File: src/rtl/sched_pkg.sv
// Shared types and sizing for the sample scheduler.
// Holds the FSM state type, widths and the WAIT timeout length.
package sched_pkg;

    localparam int unsigned NUM_VOICES  = 4;
    localparam int unsigned SAMPLE_W    = 8;
    localparam int unsigned MIX_W       = 10;
    localparam int unsigned TIMEOUT_CYC = 16;
    localparam int unsigned IDX_W       = $clog2(NUM_VOICES);

    typedef enum logic [1:0] {
        StIdle,
        StScan,
        StWait,
        StDone
    } sched_state_e;

    function automatic logic [NUM_VOICES-1:0] voice_onehot(input logic [IDX_W-1:0] idx);
        logic [NUM_VOICES-1:0] oh;
        oh      = '0;
        oh[idx] = 1'b1;
        return oh;
    endfunction

endpackage

File: src/rtl/sched_timeout_counter.sv
// Counts consecutive cycles while clear is low.
// expired is raised during the TIMEOUT_CYC-th such cycle.
module sched_timeout_counter
    import sched_pkg::*;
(
    input  logic clk,
    input  logic nRst,
    input  logic clear,
    output logic expired
);

    localparam int unsigned CNT_W = $clog2(TIMEOUT_CYC);

    logic [CNT_W-1:0] cnt_q, cnt_d;

    always_comb begin
        cnt_d   = clear ? '0 : cnt_q + CNT_W'(1);
        expired = !clear && (cnt_q == CNT_W'(TIMEOUT_CYC - 1));
    end

    always_ff @(posedge clk or negedge nRst) begin
        if (!nRst) begin
            cnt_q <= '0;
        end else begin
            cnt_q <= cnt_d;
        end
    end

endmodule

File: src/rtl/sample_scheduler.sv
// Per-sample voice fetch scheduler: walks the active voices, sums their samples, publishes mix.
// Optional WAIT timeout is enabled by defining SCHED_TIMEOUT_EN.
module sample_scheduler
    import sched_pkg::*;
(
    input  logic                  clk,
    input  logic                  nRst,
    input  logic                  enable,
    output logic                  div_enable,
    input  logic                  sample_now,
    input  logic [NUM_VOICES-1:0] voice_active,
    output logic [NUM_VOICES-1:0] voice_req,
    input  logic [NUM_VOICES-1:0] voice_ack,
    input  logic [SAMPLE_W-1:0]   voice_sample,
    output logic [MIX_W-1:0]      mix_out,
    output logic                  mix_valid,
    output logic                  overrun
);

    sched_state_e          state_q, state_d;
    logic [IDX_W-1:0]      idx_q, idx_d;
    logic [MIX_W-1:0]      acc_q, acc_d;
    logic [NUM_VOICES-1:0] voice_req_q, voice_req_d;
    logic [MIX_W-1:0]      mix_out_q, mix_out_d;
    logic                  mix_valid_q, mix_valid_d;
    logic                  overrun_q, overrun_d;
    logic                  is_last;
    logic                  wait_expired;

`ifdef SCHED_TIMEOUT_EN
    logic timeout_clear;

    assign timeout_clear = (state_q != StWait) || !enable;

    sched_timeout_counter u_timeout (
        .clk     (clk),
        .nRst    (nRst),
        .clear   (timeout_clear),
        .expired (wait_expired)
    );
`else
    assign wait_expired = 1'b0;
`endif

    assign is_last = (idx_q == IDX_W'(NUM_VOICES - 1));

    always_comb begin
        state_d     = state_q;
        idx_d       = idx_q;
        acc_d       = acc_q;
        voice_req_d = voice_req_q;
        mix_out_d   = mix_out_q;
        mix_valid_d = 1'b0;
        overrun_d   = overrun_q;

        if (!enable) begin
            state_d     = StIdle;
            voice_req_d = '0;
            overrun_d   = 1'b0;
        end else begin
            // A strobe outside IDLE (including DONE) is flagged, never restarts the scan.
            if (sample_now && (state_q != StIdle)) begin
                overrun_d = 1'b1;
            end
            case (state_q)
                StIdle: begin
                    if (sample_now) begin
                        acc_d   = '0;
                        idx_d   = '0;
                        state_d = StScan;
                    end
                end
                StScan: begin
                    if (voice_active[idx_q]) begin
                        voice_req_d = voice_onehot(idx_q);
                        state_d     = StWait;
                    end else if (is_last) begin
                        state_d = StDone;
                    end else begin
                        idx_d = idx_q + IDX_W'(1);
                    end
                end
                StWait: begin
                    // A timed-out voice contributes nothing but is otherwise treated as acked.
                    if (voice_ack[idx_q] || wait_expired) begin
                        if (voice_ack[idx_q]) begin
                            acc_d = acc_q + MIX_W'(voice_sample);
                        end
                        voice_req_d = '0;
                        if (is_last) begin
                            state_d = StDone;
                        end else begin
                            idx_d   = idx_q + IDX_W'(1);
                            state_d = StScan;
                        end
                    end
                end
                StDone: begin
                    mix_out_d   = acc_q;
                    mix_valid_d = 1'b1;
                    state_d     = StIdle;
                end
                default: begin
                    state_d = StIdle;
                end
            endcase
        end
    end

    always_ff @(posedge clk or negedge nRst) begin
        if (!nRst) begin
            state_q     <= StIdle;
            idx_q       <= '0;
            acc_q       <= '0;
            voice_req_q <= '0;
            mix_out_q   <= '0;
            mix_valid_q <= 1'b0;
            overrun_q   <= 1'b0;
        end else begin
            state_q     <= state_d;
            idx_q       <= idx_d;
            acc_q       <= acc_d;
            voice_req_q <= voice_req_d;
            mix_out_q   <= mix_out_d;
            mix_valid_q <= mix_valid_d;
            overrun_q   <= overrun_d;
        end
    end

    assign div_enable = enable;
    assign voice_req  = voice_req_q;
    assign mix_out    = mix_out_q;
    assign mix_valid  = mix_valid_q;
    assign overrun    = overrun_q;

endmodule

File: config.mk
export PLATFORM = sky130hd
export DESIGN_NAME = sample_scheduler
export DESIGN_NICKNAME = d
export VERILOG_FILES = /design/src/rtl/sched_pkg.sv /design/src/rtl/sched_timeout_counter.sv /design/src/rtl/sample_scheduler.sv
export SDC_FILE = /design/constraint.sdc
export NUM_CORES = 1
export LEC_CHECK = 0
export ABC_AREA = 1
export ABC_CLOCK_PERIOD_IN_PS = 1750
export CAP_MARGIN = 10
export CORE_ASPECT_RATIO = 0.7
export CORE_UTILIZATION = 52
export CTS_CLUSTER_SIZE = 30
export DETAILED_ROUTE_END_ITERATION = 16
export GPL_TIMING_DRIVEN = 0
export PLACE_DENSITY = 0.78
export SLEW_MARGIN = 20
export SYNTH_ARGS = -nofsm -noshare
export SYNTH_HDL_FRONTEND = slang
export SYNTH_HIERARCHICAL = 1
export SYNTH_SLANG_ARGS = --single-unit
File: constraint.sdc
create_clock -name clk -period 1.75 [get_ports clk]
set_input_delay 0.35 -clock clk [delete_from_list [all_inputs] [get_ports clk]]
set_output_delay 0.35 -clock clk [all_outputs]
set_load 0.02 [all_outputs]
# After elaboration in Yosys (flattened, before gate mapping)
# Index checks and enable logic that the tools add are counted.
dict set report word_totals {
  mem_bits_ro 0
  register_bits 30
  n_memories 0
  ram_bits 0
  latch_bits 0
  elab_cells 64
}
dict set report classes {
  eq_ne 13
  mux 29
  order_cmp 2
  n_reduce_logical 11
  n_bitwise 0
  addsub 2
  multipliers 0
  shift 0
  n_div 0
}
# cell count
set ops {}
lappend ops {{2-to-1 mux 10 bit} 2}
lappend ops {{2-to-1 mux 2 bit} 10}
lappend ops {{one-hot mux 10 bit (2 select lines)} 1}
lappend ops {{2-to-1 mux 4 bit} 3}
lappend ops {{adder 10 x 8 -> 10 bit} 1}
lappend ops {{inequality test 3 bit, second input constant} 3}
lappend ops {{one-hot mux 2 bit (4 select lines)} 1}
lappend ops {{one-hot mux 4 bit (2 select lines)} 1}
lappend ops {{2-to-1 mux 1 bit} 7}
lappend ops {{== test 2 bit, second input constant} 3}
lappend ops {{inequality test 2 bit, second input constant} 3}
lappend ops {{one-hot mux 2 bit (3 select lines)} 1}
lappend ops {{AND reduction 3 bit} 2}
lappend ops {{AND reduction 5 bit} 1}
lappend ops {{binary-select mux 1 bit (select 2 bit)} 2}
lappend ops {{inequality test 4 bit, second input constant} 1}
lappend ops {{AND reduction 4 bit} 1}
lappend ops {{nonzero test 2 bit} 2}
lappend ops {{< comparator 2 x 3 -> 1 bit, second input constant} 1}
lappend ops {{inequality test 3 x 1 -> 1 bit, second input constant} 1}
lappend ops {{nonzero test 3 bit} 1}
lappend ops {{adder 2 x 1 -> 2 bit, second input constant} 1}
lappend ops {{demux 1 bit (select 2 bit)} 1}
lappend ops {{== test 2 x 1 -> 1 bit, second input constant} 1}
lappend ops {{5 further kinds} 6}

# Longest topological paths before layout
# Gate-level depths: netlist of the first run.
dict set report depth {
  depth_word 7
  depth_mapped 11
}

# Worst setup path after synthesis of the first run
# OpenSTA, ideal clock, no wires.
dict set report synth_timing {
  path_kind {input to register}
  from {input port voice_sample[0]}
  to {register acc_q[6]}
  path_slack_ns 0.179
  cell_stages 10
  path_buffers 0
  setup_time_ns 0.074
  t_arrival_ns 1.497
  required_time_ns 1.676
  cell_sequence {ha_1 > inv_1 > fa_1 > o21ai_2 > nand2_1 > nand2_1 > nor2_1 > nor2_1 > nand2_1 > o21ai_2}
}
dict set report synth_between {
  elab_chain_cells 3
}
# item line_no
set synth_lines {}
lappend synth_lines {{start: declaration} sample_scheduler.sv:14} ;# input logic [SAMPLE_W-1:0] voice_sample,
lappend synth_lines {{adder 10 x 8 -> 10 bit} sample_scheduler.sv:87} ;# acc_d = acc_q + MIX_W'(voice_sample);
lappend synth_lines {{2-to-1 mux 10 bit} sample_scheduler.sv:85} ;# if (voice_ack[idx_q] || wait_expired) begin
lappend synth_lines {{one-hot mux 10 bit (2 select lines)} sample_scheduler.sv:65} ;# case (state_q)
lappend synth_lines {{end signal: assignment} sample_scheduler.sv:114} ;# acc_q <= '0;
lappend synth_lines {{end signal: assignment} sample_scheduler.sv:122} ;# acc_q <= acc_d;
lappend synth_lines {{end: declaration} sample_scheduler.sv:22} ;# logic [MIX_W-1:0] acc_q, acc_d;
# Every way passes these cells. The select of a mux whose other input is x is not followed.
# A chain may end at the register's enable or synchronous reset.

# Worst setup path after layout of the first run
dict set report layout_timing {
  from {input port voice_sample[1]}
  to {register acc_q[6]}
}
# The elaborated chain is that of the path after synthesis.

==> results of run 1 <==
==> per-stage QoR <==
step | power (mW) | area [sq um] | hold WS (ps)
6_report | 3.71 | 2550 | 93.5
5_1_grt | 4.00 | 2550 | 144
4_1_cts | 3.65 | 2510 | 115
3_5_place_dp | 2.73 | 2350 | 417
3_3_place_gp | 2.70 | 2350 | 460
2_1_floorplan | 2.21 | 1940 | 54.4
==> sequential cells by signal (all words and copies together) (netlist names) <==
name	cells
acc_q	10
idx_q	2
mix_out	10
mix_valid	1
overrun	1
state_q	2
voice_req	4
==> worst max-delay path by stage <==
stage / depth (start not counted) / endpoint / slack, ps
after global routing: 10 / acc_q[9]$_DFFE_PN0P_ / -30
after global placement: 10 / acc_q[8]$_DFFE_PN0P_ / -450
after CTS: 10 / acc_q[9]$_DFFE_PN0P_ / 40
final: 10 / acc_q[6]$_DFFE_PN0P_ / 70
after floorplan: 10 / acc_q[6]$_DFFE_PN0P_ / 180
after detailed placement: 9 / acc_q[8]$_DFFE_PN0P_ / -460
==> worst max-delay path: cells and delay by family <==
family	cells	cell delay, ps
buffers and inverters	2	550
AOI/OAI and AO/OA	2	230
and+or+nand+nor	5	340
adders and majority gates	1	420
==> timing repair <==
action                                  CTS  global route
setup buffers                             1             2
pin swaps                                 7             3
resized for setup                         6            10
endpoints found under the setup margin    3            17
==> cells in the final DEF, fill, tap and decap left out, drive strengths merged <==
cell           Yosys  layout
a21oi             10      10
nand4              4       4
o22ai              4       4
nand3             15      15
inv               32      32
buf                3       6
ha                18      18
o21ai             18      18
o211ai             1       1
clkdlybuf4s50      0      33
bufinv             0       2
clkbuf             1       8
fa                 1       1
xnor2              3       3
a21boi             1       1
xor2               1       1
nand3b             1       1
dlygate4sd2        0       1
nand2             90      90
nor3               2       2
dfrtp             30      30
nor2              12      12
==> power by group <==
group | internal [mW] | total [mW] | leakage (nW) | switching (mW)
Combinational | 0.720 | 1.75 | 0.790 | 1.03
Clock | 0.607 | 0.864 | 0.0714 | 0.257
Sequential | 0.908 | 1.10 | 0.405 | 0.195
==> per-layer routing <==
layer / share of wire / vias up
met2: 0.41 / 62
met3: 0.054 / 7
met4: 0.013 / 0
li1: - / 885
met5: 0 / -
met1: 0.53 / 783
==> kinds of logic (layout without fill, tap and decap cells) <==
logic type / count (synthesis) / in the layout / synth area share
buffers and inverters: 36 / 82 / 0.0755
AND/OR/NAND/NOR: 124 / 124 / 0.288
flip-flops: 30 / 30 / 0.387
adder cells (fa/ha/maj): 19 / 19 / 0.127
AO/OA/AOI/OAI: 34 / 34 / 0.105
XOR/XNOR: 4 / 4 / 0.0181
==> cell type report <==
class	count	area, sq um	share of cell area
clock buffer	6	82.6	0.0324
multi-input combinational	181	1080	0.423
inverter	32	123	0.0480
sequential	30	753	0.295
buffer	4	26.3	0.0103
timing repair buffer	38	367	0.144
tap	50	62.6	0.0245
clock inverter	2	60.1	0.0235
==> results.toml, run 1 <==
[synthesis]
synthTopCellsByCount = "nand2_1 (85), dfrtp_1 (30), inv_1 (29), ha_1 (18)"
syn_area_sq_um = 1940
ys_seq_area_frac = 0.387
synth_cells = 247
synth_fp_nets = 286
synth_cell_types = 30
synth_edf_count = 0
yosysMostFrequentCell = "nand2_1"
synth.top_cell.area_share = 0.387
ys_seq_elements = 30
synth_ff_type = "dfrtp_1"
avgSynthCellArea_sq_um = 7.85
yosys-top-cells-area = "dfrtp_1 (39%), nand2_1 (16%), ha_1 (12%), inv_1 (5.6%), o21ai_0 (3.1%)"
ys_warn_count = 6
synth-async-reset-ratio = 1.00
synth_top_area_cell = "dfrtp_1"

[pwr]
vdd_drop_max_v = 0.00107
power.leakage_nw = 1.27
p_per_area_nw_per_um2 = 1450

[cts]
htreeDepth = 2
clock_latency_ps = 280
clockBufferDepth = 2
cts_hold_buf = 0
cts_buffers = 5
cts_root_buf = "clkbuf_8"
cts_sinks = 30
tritoncts = "yes"
path_clk_slew_ps = 70

[finish]
antenna_cells = 0
fillerInstances = 289
syn_to_final_growth_pct = 31.7
nNetsFinal = 331
layout.cells.non_filler = 343
drive_gt1_frac = 0.157
fin_util = 0.722

[global_route]
grt_pass1_wl_um = 7130
gr-usage-all-layers = 0.244
met1_usage = 0.357
overflow = 0
grt_use_met2 = 0.362
grt_max_degree = 31
grt_pass1_vias = 1594
antenna_found_initial = 0
use_met3 = 0.0552
gr-max-usage-layer = "met2"

[die]
die_w_um = 75.0
die_y_um = 53.1
rows = 18
design.die.area_sq_um = 3980
core-area_sq_um = 3540
pin_count = 37
initial_core_util = 0.548

[critical_path]
r2r_end = "acc_q[7]$_DFFE_PN0P_"
critPathMaxFanout = 3
arrival_ps = 1900
critPathLaunch = "voice_sample[1]"
endpoint_kind = "flip-flop"
reg2reg_from = "state_q[1]$_DFFE_PN0P_"
cp-start-kind = "input port"
crit_required_ps = 1960
reg2regPathDepth = 7
cp_slowest_cell = "clkdlybuf4s50_1"
cp_cell_sequence = "clkdlybuf4s50_1, inv_1, fa_2, o21ai_4, nand2_1, nand2_1, nor2_1, nor2_1, nand2_1, o21ai_2"
crit_type = "input port to flip-flop"
cp_common_cell = "nand2_1"
r2r_slack_ps = 130
worst_path_largest_cell_delay_ps = 480

[sta]
setup_ws_ps = 65.1
grt_setup_unrepaired = "yes"
max_slew_margin = 0.569
fin_skew_ps = 10.0
period_minus_slack_ps = 1680
finalMaxSlewViolations = 0
fmax_ghz = 0.594
hold_viol_final = 0
tightest_slew_ps = 646
setup_violations = 0
setup_tns_ps = 0
period_share = 0.963

[place]
place_hpwl_um = 3140
place_inst = 332
place_worst_setup_slack_ps = -460
portBuffers = 35
gp_congestion = 0.846

[detailed_routing]
wl_per_cell_um = 12.4
via_per_inst = 5.06
firstDrtPassIters = 4
route.vias.total = 1737
drcViolationCount = 0
drtIter0Drc = 123
ant_nets = 0
totalWireLength_um = 4260

[status]
outcome = "complete, no violations"

[job]
maxCapViolCount = 0

[min_path]
hp-class = "input port to asynchronous set/reset pin"
Note: power is estimated with default switching activity, not from simulation.
==> run 2, diff against run 1 <==
--- a/config.mk
+++ b/config.mk
@@ -15,5 +15,5 @@
 export GPL_TIMING_DRIVEN = 0
 export PLACE_DENSITY = 0.78
-export SLEW_MARGIN = 20
+export SLEW_MARGIN = 15
 export SYNTH_ARGS = -nofsm -noshare
 export SYNTH_HDL_FRONTEND = slang
==> constraint.sdc (replaced) <==
create_clock -name clk -period 1.75 [get_ports clk]
set_input_delay 0.35 -clock clk [delete_from_list [all_inputs] [get_ports clk]]
set_output_delay 0.35 -clock clk [all_outputs]
set_load 0.01 [all_outputs]
==> results of run 2 <==
Same layout as run 1 (identical final DEF). Status: complete, no violations.
Among the figures that moved: total power 3.71 mW -> 3.63 mW; worst IR drop on VDD 0.00107 V -> 0.000954 V
==> run 3, diff against run 2 <==
- TNS_END_PERCENT: unset -> 5
==> results.toml, run 3 (same netlist as run 1, synthesis figures left out) <==
[status]
outcome = "complete, no violations"

[pwr]
seqPwrFrac = 0.306
p_sw_mw = 1.38
vdd_drop_max_v = 0.000927
fin_total_pwr_mw = 3.60
comb_power_share = 0.454
switching_share = 0.384
p_clk_frac = 0.240
p_int_mw = 2.22
power.leakage_nw = 1.26
p_per_area_nw_per_um2 = 1420

[detailed_routing]
drcViolationCount = 0
ant_nets = 0
route.vias.total = 1727
drtIter0Drc = 135
via_per_inst = 5.06
totalWireLength_um = 4210
wl_per_cell_um = 12.3
firstDrtPassIters = 4

[die]
initial_core_util = 0.548
core-area_sq_um = 3540
rows = 18
die_w_um = 75.0
pin_count = 37
design.die.area_sq_um = 3980
die_y_um = 53.1

[global_route]
grt_pass1_vias = 1594
grt_max_degree = 31
grt_pass1_wl_um = 7130
overflow = 0
antenna_found_initial = 0
gr-usage-all-layers = 0.244

[place]
portBuffers = 35
gp_congestion = 0.846
place_hpwl_um = 3140

[finish]
layout_commonest_cell = "nand2_1"
syn_to_final_growth_pct = 30.9
fin_util = 0.718
nNetsFinal = 329
final_cell_mix = "nand2_1 (85), clkdlybuf4s50_1 (33), dfrtp_1 (28)"
antenna_cells = 0
drive_gt1_frac = 0.151

[sta]
period_share = 0.951
setup_tns_ps = 0
fin_skew_ps = 9.90
max_slew_margin = 0.574
grt_setup_unrepaired = "yes"
hold_viol_final = 0
setup_violations = 0
tightest_slew_ps = 639
fmax_ghz = 0.601
period_minus_slack_ps = 1660
finalMaxSlewViolations = 0
worst_hold_slack_ps = 93.6

[cts]
tritoncts = "yes"
cts_buffers = 5
cts_sinks = 30
htreeDepth = 2
cts_root_buf = "clkbuf_8"
clockBufferDepth = 2
cts_hold_buf = 0
path_clk_slew_ps = 70
clock_latency_ps = 280

[critical_path]
critPathMaxFanout = 3
crit_type = "flip-flop to flip-flop"
crit_required_ps = 1960
critPathLaunch = "acc_q[0]$_DFFE_PN0P_"
cp-start-kind = "flip-flop"
reg2reg_from = "acc_q[0]$_DFFE_PN0P_"
endpoint_kind = "flip-flop"
arrival_ps = 1880

[job]
maxCapViolCount = 0

[min_path]
hp-class = "input port to asynchronous set/reset pin"
-- run 3: area by class of cell --
cell class,count,area (sq um)
Inverter,32,123
Sequential cell,30,753
Clock inverter,2,60.1
Clock buffer,6,82.6
Timing Repair Buffer,36,352
Tap cell,50,62.6
Fill cell,295,998
Buffer,4,26.3
Multi-Input combinational cell,181,1080
-- run 3: worst max-delay path, cell delays in order (launching register included) --
cell     delay, ps
dfrtp_1        360
ha_2           190
inv_2           40
fa_2           420
o21ai_4        170
nand2_1         70
nand2_1         80
nor2_1          40
nor2_1          90
nand2_1         70
o21ai_2         50
-- run 3: worst paths after layout --
path / to / slack (ps) / cells past startpoint
worst max-delay path: acc_q[6]$_DFFE_PN0P_ / 90 / 10
worst min register to register: voice_req[3]$_DFFE_PN0P_ / 480 / 2
worst max register to register: acc_q[6]$_DFFE_PN0P_ / 90 / 10
worst min-delay path: acc_q[6]$_DFFE_PN0P_ / 90 / 1
max in group asynchronous: state_q[1]$_DFFE_PN0P_ / 1200 / 1
min in group clk: state_q[1]$_DFFE_PN0P_ / 410 / 3
-- run 3: per-stage QoR --
step / worst slack (ps) / instance area [sq um] / instances
after floorplan: 179 / 1940 / 247
after global placement: -447 / 2350 / 332
after detailed placement: -460 / 2350 / 332
after CTS: 41.6 / 2510 / 341
after global routing: -28.3 / 2540 / 341
final: 85.8 / 2540 / 341
-- run 3: power by group through the flow --
stage / logic, mW / clock network [mW] / registers (mW)
after floorplan: 1.02 / 0 / 1.10
after CTS: 1.60 / 0.877 / 1.09
after detailed placement: 1.55 / 0 / 1.09
after global placement: 1.53 / 0 / 1.09
after global routing: 1.85 / 0.908 / 1.13
final: 1.63 / 0.863 / 1.10
-- run 3: metal layers --
layer  vias up  track usage  wire length, um
met1       789        0.357             2180
met2        48        0.362             1730
li1        881            -                -
met5         -            0                0
met4         0       0.0660               64
met3         9       0.0552              236
-- run 3: repair_timing --
item                                    4_1_cts  5_1_grt
pin swaps                                     7        0
resized for setup                             6       10
setup buffers                                 1        0
endpoints found under the setup margin        3       17
